[src/rtl/rtermcal_ctrl.sv]
// ============================================================================
// rtermcal_ctrl : EG1D80V termination-calibration controller (SGIO linear
// search + LVDS 4-bit SAR). Option RTERMCAL_CTRL_MAJ_EN: 2-of-3 majority EVAL.
// Revision: 1.0
// ============================================================================
`timescale 1ns/1ps
`default_nettype none

module rtermcal_ctrl #(
  parameter int SETTLE_CYC  = 16,
  parameter int SYNC_STAGES = 2
) (
  input  logic        CLK_I,
  input  logic        RST_I,
  input  logic        start_i,
  output logic [14:0] D_IOSG_O,
  output logic [3:0]  D_LVDS_O,
  output logic [1:0]  MODE_O,
  input  logic [1:0]  RESULT_I,
  output logic        busy_o,
  output logic        done_o,
  output logic [3:0]  sgio_code_o,
  output logic [3:0]  lvds_code_o,
  output logic        sgio_err_o,
  output logic        lvds_err_o
);

  localparam logic [7:0] C_SETTLE   = 8'(SETTLE_CYC);
  localparam logic [1:0] C_MODE_OFF = 2'b00;
  localparam logic [1:0] C_MODE_SG  = 2'b01;
  localparam logic [1:0] C_MODE_LV  = 2'b10;

  typedef enum logic [2:0] {
    S_IDLE, S_SG_WAIT, S_SG_EVAL, S_LV_WAIT,
    S_LV_EVAL, S_LV_VWAIT, S_LV_VER, S_DONE
  } state_t;

  function automatic logic [14:0] f_therm(input logic [3:0] n);
    f_therm = '0;
    for (int k = 0; k < 15; k++)
      if (k < int'(n)) f_therm[k] = 1'b1;
  endfunction

  state_t      r_state, w_state;
  logic [7:0]  r_cnt, w_cnt;
  logic [3:0]  r_n, w_n;
  logic [1:0]  r_bit, w_bit;
  logic [3:0]  r_lv, w_lv;
  logic [14:0] r_iosg, w_iosg;
  logic [1:0]  r_mode, w_mode;
  logic        r_busy, w_busy;
  logic        r_done, w_done;
  logic [3:0]  r_sg_code, w_sg_code;
  logic [3:0]  r_sgio_code, w_sgio_code;
  logic [3:0]  r_lvds_code, w_lvds_code;
  logic        r_sg_err, w_sg_err;
  logic        r_lv_err, w_lv_err;

  logic [1:0]  r_sync [SYNC_STAGES];
  logic        w_raw, w_r, w_eval_last, w_in_eval;
  logic [3:0]  w_sg_fin, w_lv_dec;
  logic        w_sg_term;

  always_ff @(posedge CLK_I) begin
    if (RST_I) begin
      for (int i = 0; i < SYNC_STAGES; i++) r_sync[i] <= '0;
    end else begin
      r_sync[0] <= RESULT_I;
      for (int i = 1; i < SYNC_STAGES; i++) r_sync[i] <= r_sync[i-1];
    end
  end

  assign w_raw     = (r_state == S_SG_EVAL) ? r_sync[SYNC_STAGES-1][0]
                                            : r_sync[SYNC_STAGES-1][1];
  assign w_in_eval = (r_state == S_SG_EVAL) || (r_state == S_LV_EVAL) ||
                     (r_state == S_LV_VER);

`ifdef RTERMCAL_CTRL_MAJ_EN
  // Two earlier samples are held; the decision is made on the third cycle.
  logic [1:0] r_ecnt;
  logic [1:0] r_samp;

  always_ff @(posedge CLK_I) begin
    if (RST_I) begin
      r_ecnt <= '0;
      r_samp <= '0;
    end else if (w_in_eval && !w_eval_last) begin
      r_samp[r_ecnt[0]] <= w_raw;
      r_ecnt            <= r_ecnt + 2'd1;
    end else begin
      r_ecnt <= '0;
    end
  end

  assign w_eval_last = (r_ecnt == 2'd2);
  assign w_r = (r_samp[0] & r_samp[1]) | (r_samp[0] & w_raw) | (r_samp[1] & w_raw);
`else
  assign w_eval_last = 1'b1;
  assign w_r         = w_raw;
`endif

  assign w_sg_term = w_r || (r_n == 4'd15);
  assign w_sg_fin  = !w_r ? 4'd15 : ((r_n == 4'd0) ? 4'd0 : r_n - 4'd1);
  assign w_lv_dec  = w_r ? (r_lv & ~(4'b0001 << r_bit)) : r_lv;

  always_ff @(posedge CLK_I) begin
    if (RST_I) begin
      r_state     <= S_IDLE;
      r_cnt       <= '0;
      r_n         <= '0;
      r_bit       <= '0;
      r_lv        <= '0;
      r_iosg      <= '0;
      r_mode      <= C_MODE_OFF;
      r_busy      <= 1'b0;
      r_done      <= 1'b0;
      r_sg_code   <= '0;
      r_sgio_code <= '0;
      r_lvds_code <= '0;
      r_sg_err    <= 1'b0;
      r_lv_err    <= 1'b0;
    end else begin
      r_state     <= w_state;
      r_cnt       <= w_cnt;
      r_n         <= w_n;
      r_bit       <= w_bit;
      r_lv        <= w_lv;
      r_iosg      <= w_iosg;
      r_mode      <= w_mode;
      r_busy      <= w_busy;
      r_done      <= w_done;
      r_sg_code   <= w_sg_code;
      r_sgio_code <= w_sgio_code;
      r_lvds_code <= w_lvds_code;
      r_sg_err    <= w_sg_err;
      r_lv_err    <= w_lv_err;
    end
  end

  always_comb begin
    w_state     = r_state;
    w_cnt       = r_cnt;
    w_n         = r_n;
    w_bit       = r_bit;
    w_lv        = r_lv;
    w_iosg      = r_iosg;
    w_mode      = r_mode;
    w_busy      = r_busy;
    w_done      = 1'b0;
    w_sg_code   = r_sg_code;
    w_sgio_code = r_sgio_code;
    w_lvds_code = r_lvds_code;
    w_sg_err    = r_sg_err;
    w_lv_err    = r_lv_err;
    case (r_state)
      S_IDLE: begin
        if (start_i) begin
          w_busy   = 1'b1;
          w_mode   = C_MODE_SG;
          w_n      = '0;
          w_iosg   = '0;
          w_lv     = '0;
          w_sg_err = 1'b0;
          w_lv_err = 1'b0;
          w_cnt    = C_SETTLE;
          w_state  = S_SG_WAIT;
        end
      end
      S_SG_WAIT, S_LV_WAIT, S_LV_VWAIT: begin
        // Leave the wait state on the cycle the counter hits zero.
        if (r_cnt <= 8'd1) begin
          w_cnt = '0;
          case (r_state)
            S_SG_WAIT: w_state = S_SG_EVAL;
            S_LV_WAIT: w_state = S_LV_EVAL;
            default:   w_state = S_LV_VER;
          endcase
        end else begin
          w_cnt = r_cnt - 8'd1;
        end
      end
      S_SG_EVAL: begin
        if (w_eval_last) begin
          w_cnt = C_SETTLE;
          if (w_sg_term) begin
            w_sg_code = w_sg_fin;
            w_sg_err  = !w_r || (r_n == 4'd0);
            w_iosg    = f_therm(w_sg_fin);
            w_mode    = C_MODE_LV;
            w_lv      = 4'b1000;
            w_bit     = 2'd3;
            w_state   = S_LV_WAIT;
          end else begin
            w_n     = r_n + 4'd1;
            w_iosg  = f_therm(r_n + 4'd1);
            w_state = S_SG_WAIT;
          end
        end
      end
      S_LV_EVAL: begin
        if (w_eval_last) begin
          w_cnt = C_SETTLE;
          if (r_bit != 2'd0) begin
            w_lv    = w_lv_dec | (4'b0001 << (r_bit - 2'd1));
            w_bit   = r_bit - 2'd1;
            w_state = S_LV_WAIT;
          end else begin
            w_lv    = w_lv_dec;
            w_state = S_LV_VWAIT;
          end
        end
      end
      S_LV_VER: begin
        if (w_eval_last) begin
          w_lv_err    = w_r || (r_lv == 4'd15);
          w_lvds_code = r_lv;
          w_sgio_code = r_sg_code;
          w_done      = 1'b1;
          w_busy      = 1'b0;
          w_mode      = C_MODE_OFF;
          w_state     = S_DONE;
        end
      end
      S_DONE:  w_state = S_IDLE;
      default: w_state = S_IDLE;
    endcase
  end

  assign D_IOSG_O    = r_iosg;
  assign D_LVDS_O    = r_lv;
  assign MODE_O      = r_mode;
  assign busy_o      = r_busy;
  assign done_o      = r_done;
  assign sgio_code_o = r_sgio_code;
  assign lvds_code_o = r_lvds_code;
  assign sgio_err_o  = r_sg_err;
  assign lvds_err_o  = r_lv_err;

endmodule

`default_nettype wire

[config.mk]
export PLATFORM = sky130hd
export DESIGN_NAME = rtermcal_ctrl
export DESIGN_NICKNAME = d
export VERILOG_FILES = /design/src/rtl/rtermcal_ctrl.sv
export SDC_FILE = /design/constraint.sdc
export NUM_CORES = 1
export LEC_CHECK = 0
export BUFFER_PORTS_ARGS = -buffer_cell sky130_fd_sc_hd__buf_2
export CORE_UTILIZATION = 52
export DETAILED_ROUTE_END_ITERATION = 7
export PLACE_DENSITY = 0.75
export SYNTH_ARGS = -nofsm -noshare
export SYNTH_HDL_FRONTEND = slang
export SYNTH_SLANG_ARGS = --single-unit
export TNS_END_PERCENT = 5
[constraint.sdc]
create_clock -name CLK_I -period 2.4 [get_ports CLK_I]
set_input_delay 0.24 -clock CLK_I [delete_from_list [all_inputs] [get_ports CLK_I]]
set_output_delay 0.24 -clock CLK_I [all_outputs]
set_load 0.05 [all_outputs]
### Word-level counts from Yosys, hierarchy flattened

Memory sizes are Yosys's and may differ from the RTL's.
Cells that the tools add are included.

* equality and inequality tests: 14
* $lt $le $gt $ge: 31
* bitwise gates (word level): 5
* $add $sub $neg: 4
* reductions and logical operators: 25
* shift operators: 2
* mux-type cells: 70

Operators with widths (number)
* $lt A4 B4 Y1 const A: 14
* $mux W1: 38
* $lt A3 B4 Y1 const A: 8
* $mux W15: 2
* $pmux W15 S2: 1
* $mux W4: 7
* $pmux W8 S3: 1
* $pmux W3 S6: 1
* $lt A1 B4 Y1 const A: 4
* $lt A2 B4 Y1 const A: 4
* $mux W8: 2
* $reduce_and A3 Y1: 5
* $mux W2: 7
* $eq A3 B3 Y1 const B: 4
* $pmux W4 S3: 1
* $reduce_and A2 Y1: 5
* $mux W3: 3
* $reduce_bool A3 Y1: 3
* $eq A4 B4 Y1 const B: 2
* $le A8 B1 Y1 const B: 1
* $ne A2 B2 Y1 const B: 4
* $pmux W4 S2: 1
* $reduce_bool A2 Y1: 4
* $shl A1 B2 Y4 const A: 2
* 21 further kinds: 27

* bits in writable memories: 4
* input port bits: 5
* memories: 1
* bits in registers: 54
* word-level logic and storage cells: 166

Memory list
* r_sync: depth 2, bits a word 2, rd ports 2, clocked after Yosys merged registers in 0, write ports 2, RTL line 59 `logic [1:0] r_sync [SYNC_STAGES];`

### Logic depth before layout (Yosys ltp)

Gate-level depths: netlist of the first run.

* depth in word-level cells: 7
* gate-level depth with buffers: 9

### Worst setup path before layout of the first run

No wires, ideal clock.

* path type: register -> register
* start point: register r_n[0]
* end point: register r_iosg[1] (netlist: D_IOSG_O[1])
* setup time: 0.117 ns
* data arrival time: 2.207 ns
* stages on the path, launching flop included: 10
* required time: 2.283 ns
* setup slack: 0.075 ns
* period minus slack after synthesis: 2.325 ns
* buffers on the path: 2
* cells stage by stage: dfxtp_1 buf_2 inv_1 ha_1 buf_2 or4b_2 o21ai_0 a22o_2 nand3_1 a32o_1

* cells in the longest elaborated chain, start to end: 7
* elaborated cells on any way between the ends: 13
* classes of those cells: add/sub (2); order compare (2); eq/ne (1); mux (6); reduce/logical (2)

RTL lines
* from (decl): RTL line 46 `logic [3:0] r_n, w_n;`
* from (signal assigned): RTL line 125 `r_n <= w_n;`
* $sub A4 B1 Y4 / $logic_not A4 Y1 (equally long branches): RTL line 103 `assign w_sg_fin = !w_r ? 4'd15 : ((r_n == 4'd0) ? 4'd0 : r_n - 4'd1);`
* $mux W4 (2 in a row): RTL line 103
* $lt A1 B4 Y1: RTL line 41 `if (k < int'(n)) f_therm[k] = 1'b1;`
* $mux W1: RTL line 41
* $mux W15 (*): RTL line 185 `if (w_sg_term) begin`
* $pmux W15 S2 (*): RTL line 155 `case (r_state)`
* to (signal assigned): RTL line 128 `r_iosg <= w_iosg;`
* to (decl): RTL line 49 `logic [14:0] r_iosg, w_iosg;`

Every way passes the cells marked *; elsewhere a longest branch is shown, timed or not.
A chain may end at the register's enable or synchronous reset.

### Worst setup path in the final report of the first run

Ends and elaborated chain as after synthesis.

==> run metrics, run 1 <==
status finished, final reports clean; share of cells above drive strength 1 19.81%; Initial Util 55.33%; fin area roughly 3600 um2; Die Height slightly below 80 um; Clock Tree Root clkbuf_8; Inserted Clock Buffers 9; vias in the first global route 2671; Initial DRC Count 197; dpl cell area 3383 um2; max capacitance violation total 0; Slew headroom approximately a third; final hold viol count 0; kind of critical path register to register; CP Capture Type register; Setup TNS Final 0 ns; main combinational cell family by area after synthesis compound AO/OA/AOI/OAI gates; detailed placement HPWL roughly 5400 um; CTS max path bufs 2; synth unique cells 69; total number of vias around 2900; worst hold path type primary input to register; core footprint between 5000 and 6000 um2; Final Cycle Share 89.08%; die area 6317 um2; ys async rst share 0%; sequential fraction of the synthesis area a little under two fifths; commonest cells after routing, fill and taps aside 58 x dfxtp_1, 46 x nor2_1, 38 x a21oi_1, 37 x buf_2, 35 x nand2_1; critical path arrival 2.38 ns; Post-CTS Hold Buffers 0; commonest non-fill, non-tap cell in the layout dfxtp_1; clock latency at the later pin of the worst-skew pair 0.35 ns; fillcell total 497; worst-path maximum fanout 7; worst slew pin tran 0.9727 ns; setup bufs post-CTS 0; Remaining DRCs 0; RSZ-0062 raised after global routing false; pin count of the biggest net entering global routing 30; first-pass GRT wire length roughly 13000 um; final net count 434; Rows 27; LEAKAGE 1.416 nW; antenna-violating nets left 0; Synth Area in Adders between 3 and 4%; Final min period 2.138 ns; Reg2Reg Depth 7; initial antenna violation count 0; DRT Pass-1 Iters 5; CTS tree yes; fmax between 400 and 500 MHz; DRT Wirelength 7694 um; Avg Cell Area, Syn slightly above 8 um2; Slew Limit Fails 0; CTS HTree Levels 3; number of enable flip-flop cells after synthesis 0; Synth Flop Type dfxtp_1; Final Core Density ~63%; Final Setup Violations 0; CP required 2.64 ns; mux share of post-synthesis cell area around 1.5%; GP Congestion between 0.9 and 1; CTS sink cnt 58; number of diodes 0; PD cells 958.9 nW/um2; # resized after CTS 0; Port-buffer cells 37; GRT Total Usage between 20% and 30%; Hold Slack 0.09971 ns; Post-Synth Simple-Gate Area 22.77%; compound-gate portion of the synthesized area ~27%; synth warn 0; Final Skew 0.006968 ns; synthesis-to-layout area growth 14.47%; post-DR wirelength/cell 15.51 um; die width between 70 and 80 um; CP Launch Type register; vias per cell 5.942; num ports 38; Worst Hold Path Cells 2; Congestion Overflow GR 0; Seq cells post-synth 58; post-synthesis xor/xnor area fraction 2.244%; Netlist Area Pre-Place 3122 um2; Syn Inst Count 384; Synth Net Count between 300 and 400; Reg clk slew, reported paths 0.06 ns; Peak VDD IR 0.6847 mV
-- worst paths after layout --
path / from / to / slack, ns
setup / recovery: r_n[0]$_SDFFE_PP0P_ / D_IOSG_O[1]$_SDFFE_PP0P_ / 0.26
hold / removal: RESULT_I[1] / r_sync[0][1]$_SDFF_PP0_ / 0.1
setup reg to reg: r_n[0]$_SDFFE_PP0P_ / D_IOSG_O[1]$_SDFFE_PP0P_ / 0.26
hold reg to reg: r_sync[0][0]$_SDFF_PP0_ / r_sync[0][2]$_SDFF_PP0_ / 0.43
-- area by class of cell --
class | count | area (um2) | area share, %
multi-input combinational | 287 | 1789 | 50.07
sequential | 58 | 1161 | 32.49
timing repair buffer | 52 | 297.8 | 8.333
clock buffer | 14 | 182.7 | 5.112
tap | 72 | 90.09 | 2.521
inverter | 12 | 45.04 | 1.261
clock inverter | 1 | 7.507 | 0.2101
-- critical path, cell delays in order (launching register included) --
cell and delay (ns):
dfxtp_1 0.33, inv_1 0.07, ha_1 0.27, or4b_2 0.62, o21ai_0 0.11, a22o_2 0.26, nand3_1 0.10, a32o_1 0.27
-- synth_stat cells (2+ instances only) --
cell type   n  area share [%]
a32o_1      3            0.96
a32oi_1     2            0.56
xor2_1      5             1.4
dfxtp_1    58              37
nor3_1      5            0.80
nor4_1      2            0.40
nor2_1     46             5.5
o211a_1     3            0.96
xnor2_1     3            0.84
nor2b_1     6             1.2
o211ai_1    2            0.48
inv_1      12             1.4
and2_1      4            0.80
clkbuf_1   16             1.9
nand4_1     4            0.80
nand2b_1    6             1.2
o22ai_1     2            0.40
buf_4       2            0.48
nand3b_1    5             1.2
a21o_1      2            0.48
ha_1        9             3.6
o21a_1      4            0.96
nand2_1    35             4.2
nand3_1    15             2.4
o31a_1      2            0.56
a211oi_1    6             1.4
a211o_1     3            0.84
buf_2       8             1.3
a21oi_1    38             6.1
a221oi_1    3            0.84
mux2_2      2            0.72
o2111ai_1   2            0.56
o21ai_0    26             4.2
a31oi_1     5             1.0
a311oi_1    4             1.1
-- per-layer routing --
metal | part of all wire [%] | vias up | global-route usage, %
met5 | 0 | - | 0
met4 | 2.2 | 0 | 13.09
met3 | 5.7 | 16 | 5.600
met2 | 47 | 93 | 40.34
met1 | 45 | 1388 | 34.09
li1 | - | 1450 | -
-- kinds of logic after synthesis --
family,after synthesis
adder cells (fa/ha/maj),9
multiplexers,4
flip-flops,58
XOR/XNOR,8
AO/OA/AOI/OAI,124
buffers and inverters,39
AND/OR/NAND/NOR,142
-- registers in the layout, indices dropped and copies added (netlist names) --
register / count
lvds_code_o: 4
D_LVDS_O: 4
r_state: 3
r_bit: 2
sgio_err_o: 1
sgio_code_o: 4
lvds_err_o: 1
D_IOSG_O: 15
r_sg_code: 4
r_n: 4
done_o: 1
r_cnt: 8
MODE_O: 2
busy_o: 1
r_sync: 4
-- stage by stage --
step                worst slack, ns  power, W  cells
floorplan                   0.07538  0.002268    384
global placement             0.3368  0.002552    481
detailed placement           0.2985  0.002569    481
CTS                          0.2807  0.003433    496
global route                0.06873  0.003637    496
finish                       0.2620  0.003427    496
-- power by group --
part / switching, W / internal (W) / leakage, nW
combinational: 0.000838 / 0.000503 / 0.849
sequential: 0.000116 / 0.00111 / 0.472
clock: 0.000383 / 0.000482 / 0.0948
(Power assumes the default switching activity.)
==> run 2, diff against run 1 <==
- CORE_ASPECT_RATIO: unset -> 0.5
- MAX_ROUTING_LAYER: unset -> met4
==> run 2 against run 1 <==
- the run now ends with DRC left
- global-route usage rose by 1.9 points
- via count rose by 0.64%
- worst hold slack improved by 0.014 ns
- cell count rose by 0.20%
- sequential power barely moved
- critical path depth fell by 2
- register-to-register slack improved by 0.07 ns
- sequential cell count did not move
- critical endpoint is now r_cnt[6]$_SDFFE_PP0P_
- highest routed layer unchanged
==> run metrics, run 2 (synthesis gave the netlist of run 1 again) <==
dpl cell area 3385 um2 (about the same); Rows 19 (-30%); Inserted Clock Buffers 9 (unchanged); dpl cells 482 (+0.21%); synthesis-to-layout area growth 17.60%; final net count 434 (unchanged); fillcell total 514 (+3.4%); Initial Util 55.41% (+0.074 points); worst-path maximum fanout 17 (+10); antenna-violating nets left 0 (unchanged); Reg clk slew, reported paths 0.05 ns (about the same); R2R Path Start r_state[0]$_SDFFE_PP0P_; # resized after CTS 0 (unchanged); Setup TNS Final 0 ns (unchanged); Slew Limit Fails 0 (unchanged); die width 111.6 um (+40%); PD cells 1044 nW/um2 (+8.9%); Final min period 2.071 ns (-0.06708 ns); commonest cells after routing, fill and taps aside 58 x dfxtp_1, 46 x nor2_1, 38 x a21oi_1, 37 x buf_2, 35 x nand2_1; Reg2Reg Depth 5 (-2); CTS max path bufs 2 (unchanged); vias in the first global route 2644 (-1.0%); DRT Pass-1 Iters 7 (+2); worst hold path type primary input to register; Hold Slack 0.1140 ns (+0.01428 ns); DRT Wirelength 8098 um (+5.3%); Initial DRC Count 264 (+34%); Final Setup Violations 0 (unchanged); Slew headroom 45.23% (+11 points); worst r2r dst r_cnt[6]$_SDFFE_PP0P_; DP Worst Slack 0.3625 ns (+0.06399 ns); CP Capture Type register; Port-buffer cells 37 (unchanged); failing checks DRC; initial antenna violation count 0 (unchanged); Congestion Overflow GR 0 (unchanged); core footprint 5634 um2 (-0.13%); max reg flops 15 (unchanged); reg2reg setup slack 0.33 ns (+0.07 ns); GP Congestion 0.9204 (-2.9%); final hold viol count 0 (unchanged); worst hold endpoint r_sync[0][1]$_SDFF_PP0_; fmax 482.9 MHz (+3.2%); worst hold start RESULT_I[1]; GRT Total Usage 28.01% (+1.9 points); Clock Tree Root clkbuf_16; Die Height 56.79 um (-29%); worst slew pin tran 0.8113 ns (-0.1614 ns); post-DR wirelength/cell 16.29 um (+5.0%); CP Launch Type register; detailed placement HPWL 5757 um (+6.6%); num ports 38 (unchanged); status finished, violations left; Remaining DRCs 4 (+4); total number of vias 2966 (+0.64%); fin area 3671 um2 (+2.7%); final worst slack 0.3291 ns (+0.06708 ns); Final Cycle Share 86.29% (-2.8 points); clock latency at the later pin of the worst-skew pair 0.33 ns (-0.02 ns); vias per cell 5.968 (+0.44%); critical path arrival 2.29 ns (-0.09 ns); Peak VDD IR 0.5120 mV (-25%); die area 6336 um2 (+0.31%); Post-CTS Hold Buffers 0 (unchanged); LEAKAGE 1.463 nW (+3.3%); kind of critical path register to register; setup bufs post-CTS 0 (unchanged); first-pass GRT wire length 13110 um (+3.4%); pin count of the biggest net entering global routing 35 (+17%); CTS tree yes; RSZ-0062 raised after global routing false; share of cells above drive strength 1 19.58% (-0.24 points); final non-filler cell total 497 (+0.20%); CP required 2.62 ns (-0.02 ns); Final Skew 0.005433 ns (-0.001534 ns); Worst Hold Path Cells 2 (unchanged); CTS sink cnt 58 (unchanged); commonest non-fill, non-tap cell in the layout dfxtp_1; CTS HTree Levels 3 (unchanged); number of diodes 0 (unchanged); max capacitance violation total 0 (unchanged)
[run 2: cell count changes in the layout (fill, tap and decap cells not counted), sizes merged]
cell and delta:
clkinv +2, bufinv +1, clkbuf -2, clkinvlp -1
[run 2: worst max path at each step]
stage                            start                       end  slack [ns]  cells past startpoint
6_report       r_state[0]$_SDFFE_PP0P_     r_cnt[6]$_SDFFE_PP0P_        0.33                      5
5_1_grt        r_state[0]$_SDFFE_PP0P_  D_LVDS_O[3]$_SDFFE_PP0P_        0.17                      6
4_1_cts        r_state[0]$_SDFFE_PP0P_     r_cnt[6]$_SDFFE_PP0P_        0.36                      5
3_5_place_dp   r_state[0]$_SDFFE_PP0P_     r_cnt[6]$_SDFFE_PP0P_        0.36                      5
3_3_place_gp       r_n[0]$_SDFFE_PP0P_  D_IOSG_O[1]$_SDFFE_PP0P_        0.43                      7
2_1_floorplan      r_n[0]$_SDFFE_PP0P_  D_IOSG_O[1]$_SDFFE_PP0P_        0.08                      9
[run 2: layout make-up]
class                      count  area (um2)  area share (%)
clock buffer                  12       246.5           6.714
inverter                      12       45.04           1.227
clock inverter                 3       40.04           1.091
timing repair buffer          52       297.8           8.112
sequential                    58        1161           31.63
tap                           73       91.34           2.488
multi-input combinational    287        1789           48.74
[run 2: worst max-delay path, stage by stage, from the launching register on]
cell and delay, ns:
dfxtp_1 0.71, nor4_1 0.20, a21oi_2 0.37, or4b_1 0.49
xor2_1 0.14, nor2_1 0.05
[run 2: layer usage]
metal  up-vias  routed length [um]  track usage (%)
li1       1464                   -                -
met1      1391                3812            34.96
met2       100                3633            43.66
met3        11                 562            9.395
met4         0                  89            7.336
met5         -                   0                -
[run 2: stage by stage]
step	utilization (%)	total power, W
after floorplan	-	0.002268
after global placement	60.07	0.002550
after detailed placement	60.07	0.002584
after CTS	65.16	0.003841
after global routing	65.16	0.004047
final	65.16	0.003833
[run 2: power breakdown]
group | internal [W] | leakage [nW] | switching [W]
logic | 0.000506 | 0.849 | 0.000851
registers | 0.00111 | 0.472 | 0.000124
clock network | 0.000821 | 0.142 | 0.000424
==> run 3, diff against run 2 <==
- HOLD_SLACK_MARGIN: unset -> 0.12
==> run 3 against run 2 <==
- worst hold slack improved by 0.010 ns
- combinational power barely moved
- clock skew barely moved
- clock power barely moved
- critical path depth did not move
- total power barely moved
- first-iteration DRC count fell by 1.1%
- sequential share of layout area fell by 0.086 points
- register-to-register slack barely moved
- the run still ends with DRC left
==> run metrics, run 3 (synthesis gave the netlist of run 1 again) <==
status finished, violations left; failing checks DRC; LEAKAGE 1.467 nW (+0.29%); clock network power share 32.4% (about the same); Final Setup Violations 0 (unchanged); Crit. Startpoint r_state[0]$_SDFFE_PP0P_; Inserted Clock Buffers 9 (unchanged); CP Capture Type register; CP Launch Type register; CTS sink cnt 58 (unchanged); pin count of the biggest net entering global routing 35 (unchanged); die area 6336 um2 (unchanged); reg2reg setup slack 0.33 ns (about the same); R2R Path Start r_state[0]$_SDFFE_PP0P_; GRT Total Usage 28.06% (+0.049 points); total number of vias 2980 (+0.47%); number of diodes 0 (unchanged); initial antenna violation count 0 (unchanged); Overall Power 0.003835 W (about the same); Sw Pwr 0.001400 W (about the same); fillcell total 512 (-0.39%); sw frac 36.51% (about the same); CTS max path bufs 2 (unchanged); num ports 38 (unchanged); post-DR wirelength/cell 16.31 um (about the same); core footprint 5634 um2 (unchanged); commonest cells after routing, fill and taps aside 58 x dfxtp_1, 46 x nor2_1, 38 x a21oi_1, 37 x buf_2, 35 x nand2_1; Slew headroom 44.61% (-0.62 points); detailed placement HPWL 5757 um (unchanged); Final min period 2.074 ns (+0.002955 ns); RSZ-0062 raised after global routing false; Comb pwr share 35.4% (about the same); final net count 435 (+0.23%); vias in the first global route 2656 (+0.45%); Reg clk slew, reported paths 0.05 ns (about the same); CTS tree yes; commonest non-fill, non-tap cell in the layout dfxtp_1; setup bufs post-CTS 0 (unchanged); critical path arrival 2.29 ns (about the same); CTS HTree Levels 3 (unchanged); DRT Wirelength 8121 um (+0.28%); Critical Path End r_cnt[6]$_SDFFE_PP0P_; worst slew pin tran 0.8204 ns (+0.009114 ns); Congestion Overflow GR 0 (unchanged); Setup TNS Final 0 ns (unchanged); fmax 482.2 MHz (-0.14%); worst hold path type primary input to register; share of cells above drive strength 1 19.53% (-0.046 points); worst-path maximum fanout 17 (unchanged); Die Height 56.79 um (unchanged); Final Cycle Share 86.41% (+0.12 points); Port-buffer cells 37 (unchanged); Reg2Reg Depth 5 (unchanged); Peak VDD IR 0.5128 mV (+0.15%); sequential power share 32.1% (about the same); Slew Limit Fails 0 (unchanged); DRT Pass-1 Iters 7 (unchanged); clock latency at the later pin of the worst-skew pair 0.33 ns (about the same); PD cells 1042 nW/um2 (-0.22%); Final Skew 0.005820 ns (+0.0003871 ns); worst r2r dst r_cnt[6]$_SDFFE_PP0P_; synthesis-to-layout area growth 17.92%; die width 111.6 um (unchanged); Initial DRC Count 261 (-1.1%); max reg flops 15 (unchanged); Clock Tree Root clkbuf_16; Initial Util 55.41% (unchanged); Rows 19 (unchanged); first-pass GRT wire length 13140 um (+0.21%); antenna-violating nets left 0 (unchanged); CP required 2.62 ns (about the same); vias per cell 5.984 (+0.27%); final hold viol count 0 (unchanged); max capacitance violation total 0 (unchanged); GP Congestion 0.9204 (unchanged); Remaining DRCs 4 (unchanged); Int Power 0.002435 W (about the same); kind of critical path register to register
[run 3: cell count changes in the layout (fill, tap and decap cells not counted)]
cell           previous run  this run
dlygate4sd3_1             0         1
[run 3: critical path: stages (launching register included)]
cell and delay (ns):
dfxtp_1 0.71, nor4_1 0.20, a21oi_2 0.37, or4b_1 0.49, xor2_1 0.14, nor2_1 0.05
[run 3: per-stage QoR]
stage / utilization [%] / setup slack [ns] / cells / instance area, um2 / hold WS [ns]
final: 65.33 / 0.3261 / 498 / 3681 / 0.1242
after global routing: 65.33 / 0.1661 / 498 / 3681 / 0.1735
after CTS: 65.33 / 0.3570 / 498 / 3681 / 0.1205
after detailed placement: 60.07 / 0.3625 / 482 / 3385 / 0.4270
after global placement: 60.07 / 0.4270 / 482 / 3385 / 0.4184
after floorplan: - / 0.07538 / 384 / 3122 / 0.3682
[run 3: metal layers]
| metal | part of all wire (%) | GRT usage [%] | up-vias |
|---|---|---|---|
| met3 | 6.6 | 9.395 | 10 |
| met1 | 47 | 34.96 | 1419 |
| met2 | 45 | 43.84 | 93 |
| li1 | - | - | 1458 |
| met5 | 0 | - | - |
| met4 | 1.2 | 7.336 | 0 |
[run 3: how the worst min path moves through the flow]
| stage | start | endpoint | cells past startpoint |
|---|---|---|---|
| 2_1_floorplan | RESULT_I[0] | r_sync[0][0]$_SDFF_PP0_ | 1 |
| 3_3_place_gp | r_sync[0][1]$_SDFF_PP0_ | r_sync[0][3]$_SDFF_PP0_ | 1 |
| 3_5_place_dp | r_sync[0][0]$_SDFF_PP0_ | r_sync[0][2]$_SDFF_PP0_ | 1 |
| 4_1_cts | RESULT_I[0] | r_sync[0][0]$_SDFF_PP0_ | 2 |
| 5_1_grt | RESULT_I[0] | r_sync[0][0]$_SDFF_PP0_ | 2 |
| 6_report | RESULT_I[0] | r_sync[0][0]$_SDFF_PP0_ | 2 |
[run 3: repair_timing]
action                                 4_1_cts  5_1_grt
endpoints found under the hold margin        1        0
hold buffers                                 1        0
resized for setup                            0        0
[run 3: power groups by stage]
stage | clock network, W | registers, W | logic [W]
floorplan | 0 | 0.00139 | 0.000881
global placement | 0 | 0.00124 | 0.00131
detailed placement | 0 | 0.00125 | 0.00134
CTS | 0.00127 | 0.00123 | 0.00135
global route | 0.00131 | 0.00125 | 0.00149
finish | 0.00124 | 0.00123 | 0.00136
[run 3: layout make-up]
type	instances	area [um2]	share of cell area [%]
clock buffers	12	246.5	6.696
multi-input cells	287	1789	48.61
clock inverters	3	40.04	1.088
inverters	12	45.04	1.224
flip-flops and latches	58	1161	31.54
repair buffers	53	307.8	8.362
well taps	73	91.34	2.481
